[config.mk]
export PLATFORM = sky130hd
export DESIGN_NAME = dma_burst_writer
export DESIGN_NICKNAME = d
export VERILOG_FILES = /design/src/rtl/dma_burst_writer.sv
export SDC_FILE = /design/constraint.sdc
export NUM_CORES = 1
export LEC_CHECK = 0
export CORE_ASPECT_RATIO = 0.8
export CORE_MARGIN = 2
export CORE_UTILIZATION = 50
export CTS_CLUSTER_DIAMETER = 60
export DETAILED_ROUTE_END_ITERATION = 7
export GPL_TIMING_DRIVEN = 1
export PLACE_DENSITY = 0.74
export SYNTH_ARGS = -nofsm -noshare
export SYNTH_HDL_FRONTEND = slang
export SYNTH_SLANG_ARGS = --single-unit
[constraint.sdc]
create_clock -name i_clk -period 7.2 [get_ports i_clk]
set_clock_uncertainty 0.1 [all_clocks]
set_input_delay 1.44 -clock i_clk [delete_from_list [all_inputs] [get_ports i_clk]]
set_output_delay 1.44 -clock i_clk [all_outputs]
set_load 0.03 [all_outputs]
[src/rtl/dma_burst_writer.sv]
// dma_burst_writer
//
// Bus-master write engine. Copies a block of 32-bit words out of the local
// 512-word SSRAM (port B) into system memory as a series of burst writes on
// the shared wired-OR bus.
//
// Ports
//   i_clk, i_rst_n            clock (rising edge) / asynchronous active-low reset
//   i_start                   one-cycle start pulse, ignored while busy
//   i_bus_start_address[31:0] byte address of the first bus word (bits [1:0] ignored)
//   i_mem_start_address[8:0]  SSRAM index of the first word
//   i_block_size[9:0]         number of words to move (0 = nothing, done only)
//   i_burst_size[7:0]         words per burst minus one
//   o_busy, o_done, o_error   status: busy level, one-cycle done, sticky error
//   o_mem_address[8:0]        SSRAM read address, i_mem_data[31:0] one cycle later
//   o_request / i_granted     bus arbitration
//   o_address_data_out ...    bus master outputs, all zero outside their phase
//   i_busy_in, i_error_in     slave stall (data cycles only) and bus error
module dma_burst_writer (
  input  logic        i_clk,
  input  logic        i_rst_n,
  input  logic        i_start,
  input  logic [31:0] i_bus_start_address,
  input  logic [8:0]  i_mem_start_address,
  input  logic [9:0]  i_block_size,
  input  logic [7:0]  i_burst_size,
  output logic        o_busy,
  output logic        o_done,
  output logic        o_error,
  output logic [8:0]  o_mem_address,
  input  logic [31:0] i_mem_data,
  output logic        o_request,
  input  logic        i_granted,
  output logic [31:0] o_address_data_out,
  output logic [3:0]  o_byte_enables_out,
  output logic [7:0]  o_burst_size_out,
  output logic        o_read_n_write_out,
  output logic        o_begin_transaction_out,
  output logic        o_end_transaction_out,
  output logic        o_data_valid_out,
  input  logic        i_busy_in,
  input  logic        i_error_in
);

  typedef enum logic [2:0] {
    S_IDLE, S_REQUEST, S_BEGIN, S_WRITE, S_END, S_ERROR
  } state_t;

  state_t      r_state;
  state_t      w_state_next;

  // Bus-side transfer bookkeeping
  logic [31:0] r_bus_addr;
  logic [9:0]  r_remaining;
  logic [7:0]  r_burst_max;
  logic [7:0]  r_beat;
  logic        r_done;
  logic        r_error;

  // SSRAM prefetch side: streams the whole block into a 4-deep FIFO
  logic [8:0]  r_fetch_addr;
  logic [9:0]  r_fetch_left;
  logic        r_rd_vld;
  logic [31:0] r_fifo_q [0:3];
  logic [1:0]  r_wr_ptr;
  logic [1:0]  r_rd_ptr;
  logic [2:0]  r_fifo_cnt;

  logic        w_start_ok;
  logic        w_zero_start;
  logic [9:0]  w_rem_m1;
  logic        w_last_burst;
  logic [7:0]  w_bsize;
  logic [8:0]  w_n;
  logic        w_accept;
  logic        w_last_beat;
  logic        w_abort;
  logic        w_pop;
  logic        w_issue;

  assign w_start_ok   = (r_state == S_IDLE) && i_start && (i_block_size != 10'd0);
  assign w_zero_start = (r_state == S_IDLE) && i_start && (i_block_size == 10'd0);

  // The current burst is the last one when the remaining words fit in it;
  // then its size is remaining-1, otherwise the programmed burst size.
  assign w_rem_m1     = r_remaining - 10'd1;
  assign w_last_burst = (w_rem_m1 <= {2'b00, r_burst_max});
  assign w_bsize      = w_last_burst ? w_rem_m1[7:0] : r_burst_max;
  assign w_n          = {1'b0, w_bsize} + 9'd1;

  assign w_accept     = (r_state == S_WRITE) && !i_busy_in;
  assign w_last_beat  = w_accept && (r_beat == w_bsize);
  assign w_abort      = ((r_state == S_BEGIN) || (r_state == S_WRITE)) && i_error_in;
  assign w_pop        = w_accept && !i_error_in;

  // Only issue a read when its data is guaranteed a FIFO slot: the word in
  // flight on the SSRAM data bus is counted as occupied.
  assign w_issue      = (r_fetch_left != 10'd0) &&
                        ((r_fifo_cnt + {2'b00, r_rd_vld}) < 3'd4);

  // ---------------- FSM: state register ----------------
  always_ff @(posedge i_clk or negedge i_rst_n) begin
    if (!i_rst_n) begin
      r_state <= S_IDLE;
    end else begin
      r_state <= w_state_next;
    end
  end

  // ---------------- FSM: next state ----------------
  always_comb begin
    w_state_next = r_state;
    case (r_state)
      S_IDLE:    if (w_start_ok) w_state_next = S_REQUEST;
      S_REQUEST: if (i_granted) w_state_next = S_BEGIN;
      S_BEGIN:   w_state_next = i_error_in ? S_ERROR : S_WRITE;
      S_WRITE: begin
        // error wins over a simultaneous last-word acceptance
        if (i_error_in)       w_state_next = S_ERROR;
        else if (w_last_beat) w_state_next = S_END;
      end
      S_END:     w_state_next = w_last_burst ? S_IDLE : S_REQUEST;
      S_ERROR:   w_state_next = S_IDLE;
      default:   w_state_next = S_IDLE;
    endcase
  end

  // ---------------- FSM: outputs ----------------
  always_comb begin
    o_request               = 1'b0;
    o_begin_transaction_out = 1'b0;
    o_end_transaction_out   = 1'b0;
    o_data_valid_out        = 1'b0;
    o_address_data_out      = 32'd0;
    o_byte_enables_out      = 4'd0;
    o_burst_size_out        = 8'd0;
    case (r_state)
      S_REQUEST: o_request = 1'b1;
      S_BEGIN: begin
        o_begin_transaction_out = 1'b1;
        o_address_data_out      = r_bus_addr;
        o_byte_enables_out      = 4'hF;
        o_burst_size_out        = w_bsize;
      end
      S_WRITE: begin
        // FIFO head only advances on acceptance, so a stall holds the word
        o_data_valid_out   = 1'b1;
        o_address_data_out = r_fifo_q[r_rd_ptr];
      end
      S_END, S_ERROR: o_end_transaction_out = 1'b1;
      default: ;
    endcase
    o_busy = (r_state != S_IDLE);
  end

  assign o_read_n_write_out = 1'b0;
  assign o_done             = r_done;
  assign o_error            = r_error;
  assign o_mem_address      = r_fetch_addr;

  // ---------------- bus-side datapath ----------------
  always_ff @(posedge i_clk or negedge i_rst_n) begin
    if (!i_rst_n) begin
      r_bus_addr  <= 32'd0;
      r_remaining <= 10'd0;
      r_burst_max <= 8'd0;
      r_beat      <= 8'd0;
      r_done      <= 1'b0;
      r_error     <= 1'b0;
    end else begin
      r_done <= w_zero_start || ((r_state == S_END) && w_last_burst) ||
                (r_state == S_ERROR);
      if (w_start_ok) begin
        r_bus_addr  <= i_bus_start_address & 32'hFFFF_FFFC;
        r_remaining <= i_block_size;
        r_burst_max <= i_burst_size;
        r_error     <= 1'b0;
      end
      if (w_abort) begin
        r_error <= 1'b1;
      end
      if (r_state == S_BEGIN) begin
        r_beat <= 8'd0;
      end else if (w_accept) begin
        r_beat <= r_beat + 8'd1;
      end
      if (r_state == S_END) begin
        r_bus_addr  <= r_bus_addr + {21'd0, w_n, 2'b00};
        r_remaining <= r_remaining - {1'b0, w_n};
      end
    end
  end

  // ---------------- SSRAM prefetch control ----------------
  // The fetch pointer runs over the whole block independently of burst
  // boundaries; 9-bit arithmetic gives the 511 -> 0 wrap for free.
  always_ff @(posedge i_clk or negedge i_rst_n) begin
    if (!i_rst_n) begin
      r_fetch_addr <= 9'd0;
      r_fetch_left <= 10'd0;
      r_rd_vld     <= 1'b0;
      r_wr_ptr     <= 2'd0;
      r_rd_ptr     <= 2'd0;
      r_fifo_cnt   <= 3'd0;
    end else if (w_abort) begin
      // abandon everything prefetched or still in flight
      r_fetch_left <= 10'd0;
      r_rd_vld     <= 1'b0;
      r_wr_ptr     <= 2'd0;
      r_rd_ptr     <= 2'd0;
      r_fifo_cnt   <= 3'd0;
    end else if (w_start_ok) begin
      r_fetch_addr <= i_mem_start_address;
      r_fetch_left <= i_block_size;
      r_rd_vld     <= 1'b0;
      r_wr_ptr     <= 2'd0;
      r_rd_ptr     <= 2'd0;
      r_fifo_cnt   <= 3'd0;
    end else begin
      r_rd_vld <= w_issue;
      if (w_issue) begin
        r_fetch_addr <= r_fetch_addr + 9'd1;
        r_fetch_left <= r_fetch_left - 10'd1;
      end
      if (r_rd_vld) r_wr_ptr <= r_wr_ptr + 2'd1;
      if (w_pop)    r_rd_ptr <= r_rd_ptr + 2'd1;
      case ({r_rd_vld, w_pop})
        2'b10:   r_fifo_cnt <= r_fifo_cnt + 3'd1;
        2'b01:   r_fifo_cnt <= r_fifo_cnt - 3'd1;
        default: r_fifo_cnt <= r_fifo_cnt;
      endcase
    end
  end

  // FIFO storage needs no reset: occupancy is tracked by r_fifo_cnt
  always_ff @(posedge i_clk) begin
    if (r_rd_vld) begin
      r_fifo_q[r_wr_ptr] <= i_mem_data;
    end
  end

endmodule

# After elaboration in Yosys (flattened, before gate mapping)
# Memory sizes are Yosys's and may differ from the RTL's.
# Index checks and enable logic that the tools add are counted.
totals:
  ram_bits: 128
  n_memories: 1
  register_bits: 90
mem_list:
  columns: ["name", "words", "width", "read_ports", "rd_clocked_by_memory_dff", "wr", "line_no", "rtl"]
  rows:
  - ["r_fifo_q", 4, 32, 1, 0, 1, "64", "logic [31:0] r_fifo_q [0:3];"]
op_classes:
  n_eq_ne: 11
  reduce_logical: 30
  muxes: 41
  bitwise_logic: 1
  add_sub_neg: 12
  order_cmp: 2
ops:
  columns: ["cell", "n"]
  rows:
  - ["two-way mux 32 bit", 2]
  - ["one-hot mux 32 bit (2 select lines)", 1]
  - ["two-way mux 10 bit", 5]
  - ["adder 32 x 11 -> 32 bit", 1]
  - ["two-way mux 8 bit", 4]
  - ["two-way mux 3 bit", 7]
  - ["nonzero test 10 bit", 2]
  - ["subtractor 10 x 1 -> 10 bit, second input constant", 2]
  - ["two-way mux 9 bit", 2]
  - ["one-hot mux 3 bit (5 select lines)", 1]
  - ["two-way mux 2 bit", 6]
  - ["nonzero test 3 bit", 4]
  - ["two-way mux 1 bit", 11]
  - ["<= comparator 10 x 8 -> 1 bit", 1]
  - ["logical NOT 10 bit", 1]
  - ["subtractor 10 x 9 -> 10 bit", 1]
  - ["adder 8 x 1 -> 9 bit, second input constant", 1]
  - ["adder 9 x 1 -> 9 bit, second input constant", 1]
  - ["logical AND 1 bit", 9]
  - ["adder 8 x 1 -> 8 bit, second input constant", 1]
  - ["equality test 8 bit", 1]
  - ["nonzero test 2 bit", 4]
  - ["equality test 3 x 2 -> 1 bit, second input constant", 2]
  - ["equality test 3 bit, second input constant", 2]
  - ["20 further kinds", 25]

# Longest topological paths before layout
# Gate-level depths: netlist of the first run.
logic_depth:
  ltp_word: 8
  mapped_depth: 25
  ltp_nobuf: 24

# Least setup slack after synthesis of the first run
# Ideal clock, no wire load.
synth_path:
  kind: "register -> register"
  startpoint: "reg r_remaining[0]"
  endpoint: "reg r_bus_addr[13]"
  setup_ns: 0.126
  stages_incl_launch_ff: 23
  path_buffers: 1
  arrival_time_ns: 5.475
  path_slack_ns: 1.499
  required_ns: 6.974
  path_cell_list: "dfrtp_1 -> inv_1 -> ha_1 -> or4b_1 -> nor2_1 -> xor2_1 -> ha_1 -> a21o_1 -> a221o_1 -> a22o_1 -> buf_6 -> mux2i_1 -> inv_1 -> ha_1 -> ha_1 -> a21o_1 -> a21o_1 -> a21oi_1 -> o21ai_0 -> a41oi_1 -> nand2b_1 -> o31ai_1 -> a221o_1"
synth_between:
  elab_chain_len: 6
synth_lines:
  columns: ["element", "line_no", "rtl"]
  rows:
  - ["start, declared", "54", "logic [9:0] r_remaining;"]
  - ["start signal, assigned", "175", "r_remaining <= i_block_size;"]
  - ["start signal, assigned", "189", "r_remaining <= r_remaining - {1'b0, w_n};"]
  - ["subtractor 10 x 1 -> 10 bit *", "86", "assign w_rem_m1 = r_remaining - 10'd1;"]
  - ["<= comparator 10 x 8 -> 1 bit", "87", "assign w_last_burst = (w_rem_m1 <= {2'b00, r_burst_max});"]
  - ["two-way mux 8 bit *", "88", "assign w_bsize = w_last_burst ? w_rem_m1[7:0] : r_burst_max;"]
  - ["adder 8 x 1 -> 9 bit *", "89", "assign w_n = {1'b0, w_bsize} + 9'd1;"]
  - ["adder 32 x 11 -> 32 bit *", "188", "r_bus_addr <= r_bus_addr + {21'd0, w_n, 2'b00};"]
  - ["two-way mux 32 bit *", "187", "if (r_state == S_END) begin"]
  - ["end signal, assigned", "174", "r_bus_addr <= i_bus_start_address & 32'hFFFF_FFFC;"]
  - ["end signal, assigned", "188", null]
  - ["end, declared", "53", "logic [31:0] r_bus_addr;"]
# Mark *: on every way between the ends. The rest lies on a longest branch, timed or not.
# A chain may end at the register's enable or synchronous reset.

# Final worst setup path of the first run
layout_path:
  startpoint: "reg r_remaining[0]"
  endpoint: "reg r_bus_addr[30]"
# The elaborated chain is that of the path after synthesis.

==> flow_summary.yaml, run 1 <==
timing:
  hold_viol_final: 0
  setup_viol: 0
  fin_crit_sh: 0.933
  fin_ws_ns: 0.479
  slew_viol_final: 0
  fmax_mhz: 149
  slew_headroom: 0.251
  rsz0062_at_grt: "no"
  hold_ws_ns: 0.394
  worstMarginPinSlew_ns: 1.12
  layout_min_cycle_time_ns: 6.72
  fin_setup_tns_ns: 0
logic_synthesis:
  synth_top_flop_cell: "edfxtp_1"
  synthDistinctLibCells: 70
  synth-async-reset-ratio: 0.407
  synth_area_leaders: "edfxtp_1 34%, dfrtp_1 20%, mux4_2 6.4%"
  synth_commonest_cells: "128 x edfxtp_1, 110 x nor2_1, 88 x dfrtp_1"
  syn_avg_cell_area_um2: 11.6
  synth_top_area_cell: "edfxtp_1"
  mappedNetlistNets: 1098
  netlist_area_mm2: 0.0112
  synth_cells: 962
  synth_warnings: 0
  synth_seq_area_share: 0.541
  synth_top_area_share: 0.344
  synth_seq_cells: 216
  synth_edf_count: 128
  yosysMostFrequentCell: "edfxtp_1"
routing:
  drc: 0
  drt_wl_total_um: 28400
  first_pass_iters: 4
  drtIter0Drc: 565
  ant_nets: 0
  wl_per_cell_um: 19.8
  num_vias: 8277
  viasPerCell: 5.79
setup_path:
  cpMostUsedCell: "ha_1"
  path_cells: "inv_1 > ha_1 > or4b_1 > nor2_1 > xor2_1 > ha_1 > a21o_1 > a221o_1 > a22o_1 > mux2i_1 > nor2_1 > a21o_1 > a32o_1 > ha_1 > a21oi_1 > o21bai_1 > a21oi_1 > o21a_1 > nor4b_1 > a311oi_1 > nor3_1"
  end_kind: "register"
  crit_arrival_ns: 7.06
  crit_type: "register to register"
  timing.critical_path.buf_inv: 1
  slowest_delay_ns: 0.71
  start_kind: "register"
  crit_family: "compound AO/OA/AOI/OAI gates"
  required_ns: 7.54
  crit_fanout: 9
  cpMaxStageDelayCell: "nor4b_1"
grt:
  gr-total-overflow: 0
  antenna_found_initial: 1
  first_global_vias: 8117
  grt_max_degree: 54
  grt_usage: 0.245
  grt_pass1_wl_um: 44100
clocking:
  cts_setup_buffers: 0
  cts_resized: 0
  cts_hold_buffers: 0
  numCtsBuffers: 23
  cts_max_path_buffers: 3
  tritoncts: "done"
  clock-sinks: 216
  clkLatencyLatePin_ns: 0.53
  htreeDepth: 1
  root_buffer: "clkbuf_16"
  clk_pin_slew_ns: 0.06
floorplanning:
  num_io_pins: 158
  rows: 48
  start_util: 0.514
  fp.dieW_um: 171
  coreArea_mm2: 0.0217
  fp.dieH_um: 138
  die_area_mm2: 0.0236
final_layout:
  area_growth_pct: 23.3
  final-instance-count-excl-fill: 1430
  fillers: 1705
  fin_nets: 1247
  fin_area_mm2: 0.0138
  fin_util: 0.634
  layout-drive-gt1-share: 0.0852
power:
  power.leakage_nw: 5.26
  ir_drop_mv: 0.243
  finalPower_mw: 6.90
  power.density_mw_per_mm2: 500
min_path:
  hold_path.class: "register to register"
place:
  place.gp.congestion: 0.862
  dpl.hpwl_um: 19400
  port_buffers: 154
  dp_cells: 1386
  placed_cell_area_mm2: 0.0130
  dpl_worst_slack_ns: 0.610
status:
  outcome: "completed"
flow_run:
  drv_cap: 0
[worst register-to-register path, delay by kind of cell, from the launching register on]
kind / cells / cell delay (ns)
and+or+nand+nor: 5 / 1.79
AOI/OAI and AO/OA: 10 / 2.32
muxes: 1 / 0.54
adders and majority gates: 3 / 0.91
DFF: 1 / 0.42
xor gates and xnor gates: 1 / 0.37
buffers and inverters: 1 / 0.17
[final timing paths]
check                           slack [ns]                         end  cells past startpoint                        from
min in group asynchronous             0.79       r_beat[4]$_DFFE_PN0P_                      1                     i_rst_n
worst min-delay path                  0.39         o_error$_DFFE_PN0P_                      2         o_error$_DFFE_PN0P_
worst max register to register        0.48  r_bus_addr[30]$_DFFE_PN0P_                     21  r_remaining[0]$_DFFE_PN0P_
worst max-delay path                  0.48  r_bus_addr[30]$_DFFE_PN0P_                     21  r_remaining[0]$_DFFE_PN0P_
max in group asynchronous             5.12     r_rd_ptr[0]$_DFFE_PN0P_                      2                     i_rst_n
worst min register to register        0.39         o_error$_DFFE_PN0P_                      2         o_error$_DFFE_PN0P_
[cell families after synthesis]
| logic type | after synthesis | synth area share |
|---|---|---|
| simple gates | 307 | 0.128 |
| mux | 74 | 0.102 |
| fa+ha+maj | 39 | 0.0457 |
| other cells | 1 | 0.000335 |
| xor+xnor | 50 | 0.0392 |
| buf+inv | 94 | 0.0341 |
| flops | 216 | 0.541 |
| compound gates | 181 | 0.109 |
[cells in the final DEF, fill, tap and decap left out, types with 30 or more instances in the layout]
master and n:
dfrtp_1 86, o21ai_0 39, mux4_2 32, a21oi_1 38
mux2i_1 41, inv_1 46, nor2_1 110, xnor2_1 30
edfxtp_1 128, clkdlybuf4s50_1 153, nand2_1 71, ha_1 36
[power by group]
group          switching [mW]  internal [mW]  leakage [nW]
clock network           0.490          0.700         0.377
logic                    2.11           1.50          2.63
registers               0.341           1.76          2.25
[registers in the layout, indices dropped and copies added, names as in the netlist]
register,count
r_state,3
r_fifo_cnt,3
r_wr_ptr,2
r_remaining,10
o_done,1
r_beat,8
o_error,1
r_burst_max,8
o_mem_address,9
r_rd_ptr,2
r_rd_vld,1
r_fetch_left,10
r_bus_addr,30
r_fifo_q,128
[cell type report]
class | count | area [µm²] | share of cell area
diodes | 3 | 7.51 | 0.000544
clock buffers | 36 | 694 | 0.0504
repair buffers | 171 | 1670 | 0.121
multi-input cells | 652 | 4750 | 0.345
well taps | 300 | 375 | 0.0272
inverters | 47 | 176 | 0.0128
flip-flops and latches | 216 | 6050 | 0.439
clock inverters | 5 | 65.1 | 0.00472
[routing by layer]
layer,global-route usage,wire [µm],part of all wire,vias up
li1,-,-,-,3868
met2,0.393,13200,0.47,300
met4,0.0654,656,0.023,0
met5,0,0,0,-
met1,0.346,12600,0.44,4065
met3,0.0434,1950,0.069,44
(Power assumes the default switching activity.)
==> run 2, diff against run 1 <==
--- a/config.mk
+++ b/config.mk
@@ -10,7 +10,7 @@
 export CORE_UTILIZATION = 50
 export CTS_CLUSTER_DIAMETER = 60
 export DETAILED_ROUTE_END_ITERATION = 7
-export GPL_TIMING_DRIVEN = 1
+export GPL_TIMING_DRIVEN = 0
 export PLACE_DENSITY = 0.74
 export SYNTH_ARGS = -nofsm -noshare
 export SYNTH_HDL_FRONTEND = slang
==> run 2 against run 1 <==
  * Flip-flop and latch count unchanged
  * Die area is the same
  * Sequential share of layout area is 0.57 points lower
  * Setup slack worse by 0.17 ns
  * Maximum frequency fell by 2.4%
  * Critical path type is now register to output pin
  * Highest routed layer is now met5
==> flow_summary.yaml, run 2 (same netlist as run 1, synthesis figures left out) <==
grt:
  grt_pass1_wl_um: 46300
  gr-total-overflow: 0
  antenna_found_initial: 1
  grt_usage: 0.261
  first_global_vias: 8245
  grt_max_degree: 52
setup_path:
  timing.rr.end: "r_bus_addr[13]$_DFFE_PN0P_"
  r2r_start: "r_remaining[0]$_DFFE_PN0P_"
  crit_arrival_ns: 5.35
  crit_fanout: 10
  start_kind: "register"
  end_kind: "output pin"
  rrSetupSlack_ns: 0.38
  ff2ff_path_depth: 22
  required_ns: 5.66
  crit_type: "register to output pin"
routing:
  num_vias: 8555
  drt_wl_total_um: 30500
  drtIter0Drc: 872
  wl_per_cell_um: 20.9
  first_pass_iters: 7
  viasPerCell: 5.86
  ant_nets: 0
  drc: 0
clocking:
  htreeDepth: 1
  clkLatencyLatePin_ns: 0.53
  clk_pin_slew_ns: 0.06
  root_buffer: "clkbuf_16"
  tritoncts: "done"
  numCtsBuffers: 23
  cts_max_path_buffers: 3
  clock-sinks: 216
timing:
  fmax_mhz: 145
  fin_setup_tns_ns: 0
  setup_viol: 0
  slew_viol_final: 0
  fin_ws_ns: 0.313
  slew_headroom: 0.250
  layout_min_cycle_time_ns: 6.89
  hold_ws_ns: 0.398
  rsz0062_at_grt: "no"
  hold_viol_final: 0
  fin_crit_sh: 0.957
  worstMarginPinSlew_ns: 1.11
final_layout:
  diodes: 0
  regMostFlops: "r_fifo_q"
  final_cell_mix: "153 x clkdlybuf4s50_1, 128 x edfxtp_1, 110 x nor2_1"
  layout_commonest_cell: "clkdlybuf4s50_1"
  layout-drive-gt1-share: 0.0802
  final-instance-count-excl-fill: 1459
  reg_top3: "r_fifo_q (128), r_bus_addr (30)"
  area_growth_pct: 24.9
  largest_register_ffs: 128
  fin_nets: 1278
place:
  port_buffers: 154
  dp_cells: 1417
  dpl_worst_slack_ns: 0.313
  place.gp.congestion: 0.920
  dpl.hpwl_um: 21800
floorplanning:
  num_io_pins: 158
  start_util: 0.514
  rows: 48
  fp.dieH_um: 138
  die_area_mm2: 0.0236
  coreArea_mm2: 0.0217
  fp.dieW_um: 171
power:
  power.share.clock: 0.182
  power.switching_mw: 3.06
  seqPwrFrac: 0.296
  combPwrFrac: 0.523
  power.density_mw_per_mm2: 509
  power.leakage_nw: 5.30
  sw_frac_of_total: 0.431
  intPower_mw: 4.05
  ir_drop_mv: 0.258
min_path:
  hold_start: "o_error$_DFFE_PN0P_"
  min_to: "o_error$_DFFE_PN0P_"
  min_path_cells: 2
  hold_path.class: "register to register"
flow_run:
  drv_cap: 0
status:
  outcome: "completed"
-- run 2: final cells by class --
type,instances,area [µm²]
Fill cell,1718,7780
Sequential cell,216,6050
Multi-Input combinational cell,652,4770
Timing Repair Buffer,155,1570
Clock buffer,30,632
Tap cell,300,375
Buffer,47,205
Clock inverter,12,196
Inverter,47,176
-- run 2: layer usage --
metal  track usage  wire, µm  vias up
met5             0        12        -
met4        0.0631       761        2
met3        0.0485      2330       58
met2         0.414     14100      362
met1         0.375     13200     4195
li1              -         -     3938
-- run 2: through the flow --
stage / utilization / instance area (µm²) / total power [mW]
5_1_grt: 0.642 / 14000 / 7.58
4_1_cts: 0.642 / 14000 / 7.08
2_1_floorplan: - / 11200 / 4.62
3_3_place_gp: 0.602 / 13100 / 5.68
3_5_place_dp: 0.604 / 13100 / 5.76
6_report: 0.642 / 14000 / 7.11
-- run 2: power groups by stage --
stage               combinational [mW]  clock [mW]  sequential, mW
detailed placement                3.65           0            2.11
global placement                  3.58           0            2.10
global route                      4.09        1.36            2.14
finish                            3.71        1.29            2.10
CTS                               3.68        1.30            2.09
floorplan                         2.57           0            2.05
-- run 2: critical path, cell delays in order (launching register included) --
cell and delay (ns):
dfrtp_1 0.44, inv_1 0.18, ha_1 0.27, or4b_1 0.55, nor2_1 0.15, xor2_1 0.40
ha_1 0.34, a21o_1 0.16, a221o_1 0.37, a22oi_2 0.44, buf_2 0.32, mux2i_1 0.44
nor2_1 0.15, clkdlybuf4s50_1 0.62
-- run 2: what timing repair did --
item,in CTS,in global routing
hold buffers,0,0
endpoints found under the setup margin,0,13
hold endpoints to repair,0,0
setup buffers,0,0
resized for setup,0,2
-- run 2: how the worst max path moves through the flow --
stage / startpoint / endpoint / slack [ns] / cells after the start
floorplan: r_remaining[0]$_DFFE_PN0P_ / r_bus_addr[13]$_DFFE_PN0P_ / 1.50 / 22
global placement: r_remaining[0]$_DFFE_PN0P_ / r_bus_addr[13]$_DFFE_PN0P_ / 0.25 / 22
detailed placement: r_remaining[0]$_DFFE_PN0P_ / r_bus_addr[13]$_DFFE_PN0P_ / 0.31 / 22
CTS: r_remaining[0]$_DFFE_PN0P_ / r_bus_addr[13]$_DFFE_PN0P_ / 0.29 / 22
global route: r_remaining[0]$_DFFE_PN0P_ / r_bus_addr[26]$_DFFE_PN0P_ / 0.04 / 23
finish: r_remaining[0]$_DFFE_PN0P_ / o_burst_size_out[6] / 0.31 / 13
==> RTL change 1 (config.mk and constraints of run 2) <==
Register the output `o_error` once more, with the module's reset; this adds one clock of latency there. The other outputs are not delayed to match. Comments in the files are not updated.
--- a/src/rtl/dma_burst_writer.sv
+++ b/src/rtl/dma_burst_writer.sv
@@ -156,5 +156,11 @@
   assign o_read_n_write_out = 1'b0;
   assign o_done             = r_done;
-  assign o_error            = r_error;
+  always_ff @(posedge i_clk or negedge i_rst_n) begin
+    if (!i_rst_n) begin
+      o_error <= '0;
+    end else begin
+      o_error <= r_error;
+    end
+  end
   assign o_mem_address      = r_fetch_addr;
 
Behaviour: not the same (Yosys sat finds a counterexample within 4 cycles, from zero or initial values and one cycle with i_rst_n low).
==> RTL change 1 against run 2 <==
- routed wire length increased by 2.2%
- final area decreased by 0.27%
- worst setup slack improved by 0.23 ns
- worst hold slack got worse by 0.11 ns
- sequential cell count increased by 1
- total power decreased by 4.0%
- sequential share of layout area increased by 0.30 points
- area after synthesis increased by 0.49%
- critical endpoint is now r_bus_addr[26]
==> RTL change 1: results (changes against run 2) <==
metric,value,unit,change
met2 Use GR,0.404,,-0.0101
Peak VDD IR,0.283,mV,+9.6%
Crit path arrival time,6.99,ns,+1.64 ns
placed cell area,13200,um2,+0.53%
Vias per Instance,5.90,,+0.61%
P_leak,5.30,nW,about the same
placed insts,1430,,+0.92%
biggest regs,"r_fifo_q (128), r_bus_addr (30)",,
flop-to-flop setup slack,0.54,ns,+0.16 ns
hold path endpoint,o_error,,
Yosys cell types,68,,-2.9%
YS warnings,0,,unchanged
largest net degree at the start of global routing,50,,-3.8%
Iter 0 DRT Violations,726,,-17%
ys async rst share,0.410,,+0.00273
worst hold slack,0.290,ns,-0.108 ns
syn_area_per_cell,11.6,um2,-0.23%
first-pass iteration count of the detailed router,5,,-2
initial antenna violation count,4,,+3
final wirelength,31100,um,+2.2%
M3 GR Usage,0.0656,,+0.0170
GRT met1 Usage,0.380,,+0.00497
Via Count,8696,,+1.6%
Final GP Congestion,0.897,,-2.5%
"Seq/Total Area, Yosys",0.540,,about the same
outcome,"finished, final reports clean",,
Fill cells,1771,,+3.1%
Layout Nets,1285,,+0.55%
hold depth,0,,-2
FF-to-FF path depth,26,,+18%
Hold Crit Start,r_error,,
Worst-Margin Slew,1.03,ns,-0.0808 ns
r2r endpoint,r_bus_addr[26],,
Post-DP HPWL,22400,um,+2.8%
Synth area leaders,"edfxtp_1, dfrtp_1, mux4_2",,
first-pass GRT wire length,48000,um,+3.6%
RTL change 1: power by group:
group          internal [mW]  total (mW)  switching (mW)
sequential              1.77        2.11           0.335
clock                  0.629        1.15           0.517
combinational           1.46        3.57            2.11
RTL change 1: how the worst max path moves through the flow:
stage                        start              to  slack, ns  cells past startpoint
floorplan           r_remaining[0]  r_bus_addr[13]       1.44                     24
global placement    r_remaining[0]  r_bus_addr[31]       0.43                     24
detailed placement  r_remaining[0]  r_bus_addr[11]       0.29                     24
CTS                 r_remaining[0]  r_bus_addr[31]       0.28                     24
global route        r_remaining[0]  r_bus_addr[13]       0.08                     24
finish              r_remaining[0]  r_bus_addr[26]       0.54                     26
RTL change 1: cell type report:
| class | count | area, um2 | area share |
|---|---|---|---|
| multi-input combinational | 653 | 4780 | 0.343 |
| tap | 306 | 383 | 0.0275 |
| sequential | 217 | 6070 | 0.436 |
| buffer | 52 | 223 | 0.0160 |
| inverter | 47 | 176 | 0.0127 |
| clock buffer | 23 | 576 | 0.0413 |
| timing repair buffer | 155 | 1570 | 0.112 |
| antenna | 2 | 5.00 | 0.000359 |
| clock inverter | 19 | 146 | 0.0105 |
RTL change 1: through the flow:
step,util,setup WS [ns]
floorplan,-,1.44
global placement,0.591,0.428
detailed placement,0.593,0.295
CTS,0.625,0.284
global route,0.626,0.0837
finish,0.626,0.538
RTL change 1: per-layer routing:
metal | vias to the layer above | part of all wire
met5 | - | 0.0010
met2 | 453 | 0.45
met4 | 4 | 0.025
met3 | 65 | 0.10
met1 | 4229 | 0.42
li1 | 3945 | -
RTL change 1: worst max-delay path, stage by stage (launching register included):
cell      delay (ns)
dfrtp_1         0.43
inv_1           0.21
ha_1            0.23
or3b_1          0.40
or2_2           0.31
nor2_1          0.12
xor2_1          0.24
ha_1            0.29
nand4_1         0.10
o22ai_1         0.08
a41oi_1         0.23
o21bai_2        0.24
buf_6           0.23
mux2i_4         0.35
inv_1           0.09
ha_1            0.22
xnor2_1         0.33
ha_1            0.34
a21o_1          0.19
a21oi_1         0.21
o21bai_1        0.09
a21oi_1         0.24
o21bai_1        0.14
a21oi_1         0.21
clkbuf_1        0.47
nor2_1          0.15
a311oi_1        0.31
RTL change 1: logic make-up after synthesis:
group           count (synthesis)  share of synthesized area
simple gates                  306                      0.127
flops                         217                      0.540
mux                            73                      0.103
other cells                     1                   0.000334
buf+inv                        99                     0.0355
xor+xnor                       55                     0.0429
compound gates                179                      0.105
fa+ha+maj                      39                     0.0454
RTL change 1: timing repair:
item                       in CTS  in global routing
setup endpoints to repair       0                 10
buffers inserted                0                  0
resized for setup               0                  2
==> RTL change 2 (flow settings as in run 2) <==
Made on the original files. The 6 states of `state_t` get a Gray code encoding in 3 bits.
--- a/src/rtl/dma_burst_writer.sv
+++ b/src/rtl/dma_burst_writer.sv
@@ -44,5 +44,5 @@
 
   typedef enum logic [2:0] {
-    S_IDLE, S_REQUEST, S_BEGIN, S_WRITE, S_END, S_ERROR
+    S_IDLE = 3'b000, S_REQUEST = 3'b001, S_BEGIN = 3'b011, S_WRITE = 3'b010, S_END = 3'b110, S_ERROR = 3'b111
   } state_t;
 
Check against the original RTL: same outputs for any inputs over 4 cycles, from zero or initial values and one cycle with i_rst_n low; so few cycles prove little.
==> RTL change 2 against run 2 <==
- combinational power up 4%
- area after synthesis fell by 0.79%
- sequential cell count unchanged
- total power down 0.94%
- first-iteration DRC count is 10% higher
- synthesized cell count increased by 0.94%
- sequential share of layout area grew 0.74 points
- routed wire length grew 2.1%
- worst setup slack improved by 0.095 ns
- final area fell by 1.7%
- count of clock-buffer cells in the layout down 2
- global-route usage is 0.95 points higher
- worst hold slack worse by 0.012 ns
==> RTL change 2: results (changes against run 2) <==
metric,value,unit,change
crit path launch,r_remaining[1],,
FF-to-FF path depth,22,,unchanged
Final GP Congestion,0.949,,+3.1%
crit path to,r_bus_addr[22],,
Hold Crit Start,o_error,,
Clock Tree Buf Depth,3,,unchanged
Crit Path Max Fanout,10,,unchanged
Post-synth EDFFs,128,,unchanged
Worst-Margin Slew,1.13,ns,+0.0159 ns
placed insts,1426,,+0.64%
setup bufs post-CTS,0,,unchanged
Vias per Instance,5.94,,+1.3%
mean routed wirelength per cell,21.2,um,+1.5%
Synth area leaders,"edfxtp_1, dfrtp_1, mux4_2",,
FMAX,0.147,GHz,+1.4%
syn_area_per_cell,11.4,um2,-1.7%
Crit path arrival time,7.08,ns,+1.73 ns
Yosys cell types,72,,+2.9%
Hold Path Class,reg2reg,,
Fill cells,1734,,+0.93%
Post-DP HPWL,22600,um,+3.7%
P_leak,5.21,nW,-1.8%
biggest regs,"r_fifo_q (128), r_bus_addr (30)",,
Post-synth top cells,"nand2_1, edfxtp_1, dfrtp_1",,
Peak VDD IR,0.275,mV,+6.8%
"Top FF cell, synth",edfxtp_1,,
ys async rst share,0.407,,unchanged
outcome,"finished, final reports clean",,
flop-to-flop setup slack,0.41,ns,+0.03 ns
first-pass GRT wire length,47800,um,+3.1%
H-tree level count,1,,unchanged
CTS buffer count,23,,unchanged
Tot GR Track Use,0.271,,+0.00955
hold depth,2,,unchanged
Iter 0 DRT Violations,962,,+10%
"Seq/Total Area, Yosys",0.545,,+0.00433
Layout Nets,1287,,+0.70%
layout cell share with drive strength beyond 1,0.0798,,-0.000482
"Reg clk slew, reported paths",0.06,ns,about the same
PortBufs,154,,unchanged
largest net degree at the start of global routing,54,,+3.8%
root buffer selected by CTS,clkbuf_16,,
number of global-route vias before repair,8424,,+2.2%
Post-Layout Cell Count,1468,,+0.62%
first-pass iteration count of the detailed router,6,,-1
initial antenna violation count,2,,+1
YS warnings,0,,unchanged
Clock Latency Late Sink,0.51,ns,-0.02 ns
"Setup violations, final",0,,unchanged
Post-Syn Nets,1107,,+0.82%
Resized cells post-CTS,0,,unchanged
==> RTL change 2: power breakdown <==
part           internal, mW  switching (mW)
sequential             1.75           0.327
clock                 0.621           0.480
combinational          1.56            2.30
==> RTL change 2: final cells by class <==
type | count | area (um2) | share of cell area
multi-input cells | 662 | 4680 | 0.341
well taps | 300 | 375 | 0.0273
flip-flops and latches | 216 | 6050 | 0.440
clock buffers | 28 | 594 | 0.0433
inverters | 43 | 161 | 0.0118
clock inverters | 12 | 87.6 | 0.00638
plain buffers | 50 | 214 | 0.0156
repair buffers | 155 | 1570 | 0.114
diodes | 2 | 5.00 | 0.000365
==> RTL change 2: layer usage <==
| layer | up-vias | GRT usage | routed length, um |
|---|---|---|---|
| met3 | 56 | 0.0534 | 3070 |
| met2 | 464 | 0.400 | 13600 |
| li1 | 3952 | - | - |
| met5 | - | 0 | 0 |
| met1 | 4251 | 0.411 | 13600 |
| met4 | 0 | 0.0712 | 775 |
==> RTL change 2: logic make-up after synthesis <==
| family | after synthesis | share of synthesized area |
|---|---|---|
| compound gates | 204 | 0.120 |
| xor+xnor | 58 | 0.0458 |
| fa+ha+maj | 39 | 0.0460 |
| buf+inv | 93 | 0.0338 |
| flops | 216 | 0.545 |
| mux | 46 | 0.0780 |
| other cells | 1 | 0.000338 |
| simple gates | 314 | 0.131 |
==> RTL change 2: worst min-delay path by stage <==
stage	to	slack [ns]
4_1_cts	o_error	0.39
6_report	o_error	0.39
3_3_place_gp	o_error	0.37
5_1_grt	o_error	0.42
3_5_place_dp	o_error	0.37
2_1_floorplan	r_bus_addr[30]	0.38
==> RTL change 2: stage by stage <==
stage / hold slack (ns) / instance area (um2) / setup WS (ns) / power (mW)
global route: 0.419 / 13700 / 0.0185 / 7.53
floorplan: 0.384 / 11100 / 1.54 / 4.71
CTS: 0.389 / 13700 / 0.403 / 7.02
detailed placement: 0.375 / 13000 / 0.460 / 5.89
global placement: 0.365 / 13000 / 0.520 / 5.81
finish: 0.386 / 13700 / 0.408 / 7.04
==> RTL change 2: worst max-delay path: stages, from the launching register on <==
cell and delay [ns]:
dfrtp_1 0.46, or4_4 0.58, nor2_2 0.18, xor2_1 0.47, ha_1 0.36, and4_1 0.21, o21ai_0 0.07, a41oi_1 0.24
nor3b_4 0.39, buf_6 0.22, mux2i_1 0.40, ha_1 0.25, nand2b_1 0.11, or2_1 0.26, xor2_1 0.16, ha_1 0.38
inv_1 0.07, o21bai_1 0.16, a21oi_1 0.15, o21a_1 0.24, nor3_1 0.70, nand2_1 0.23, o221a_2 0.27
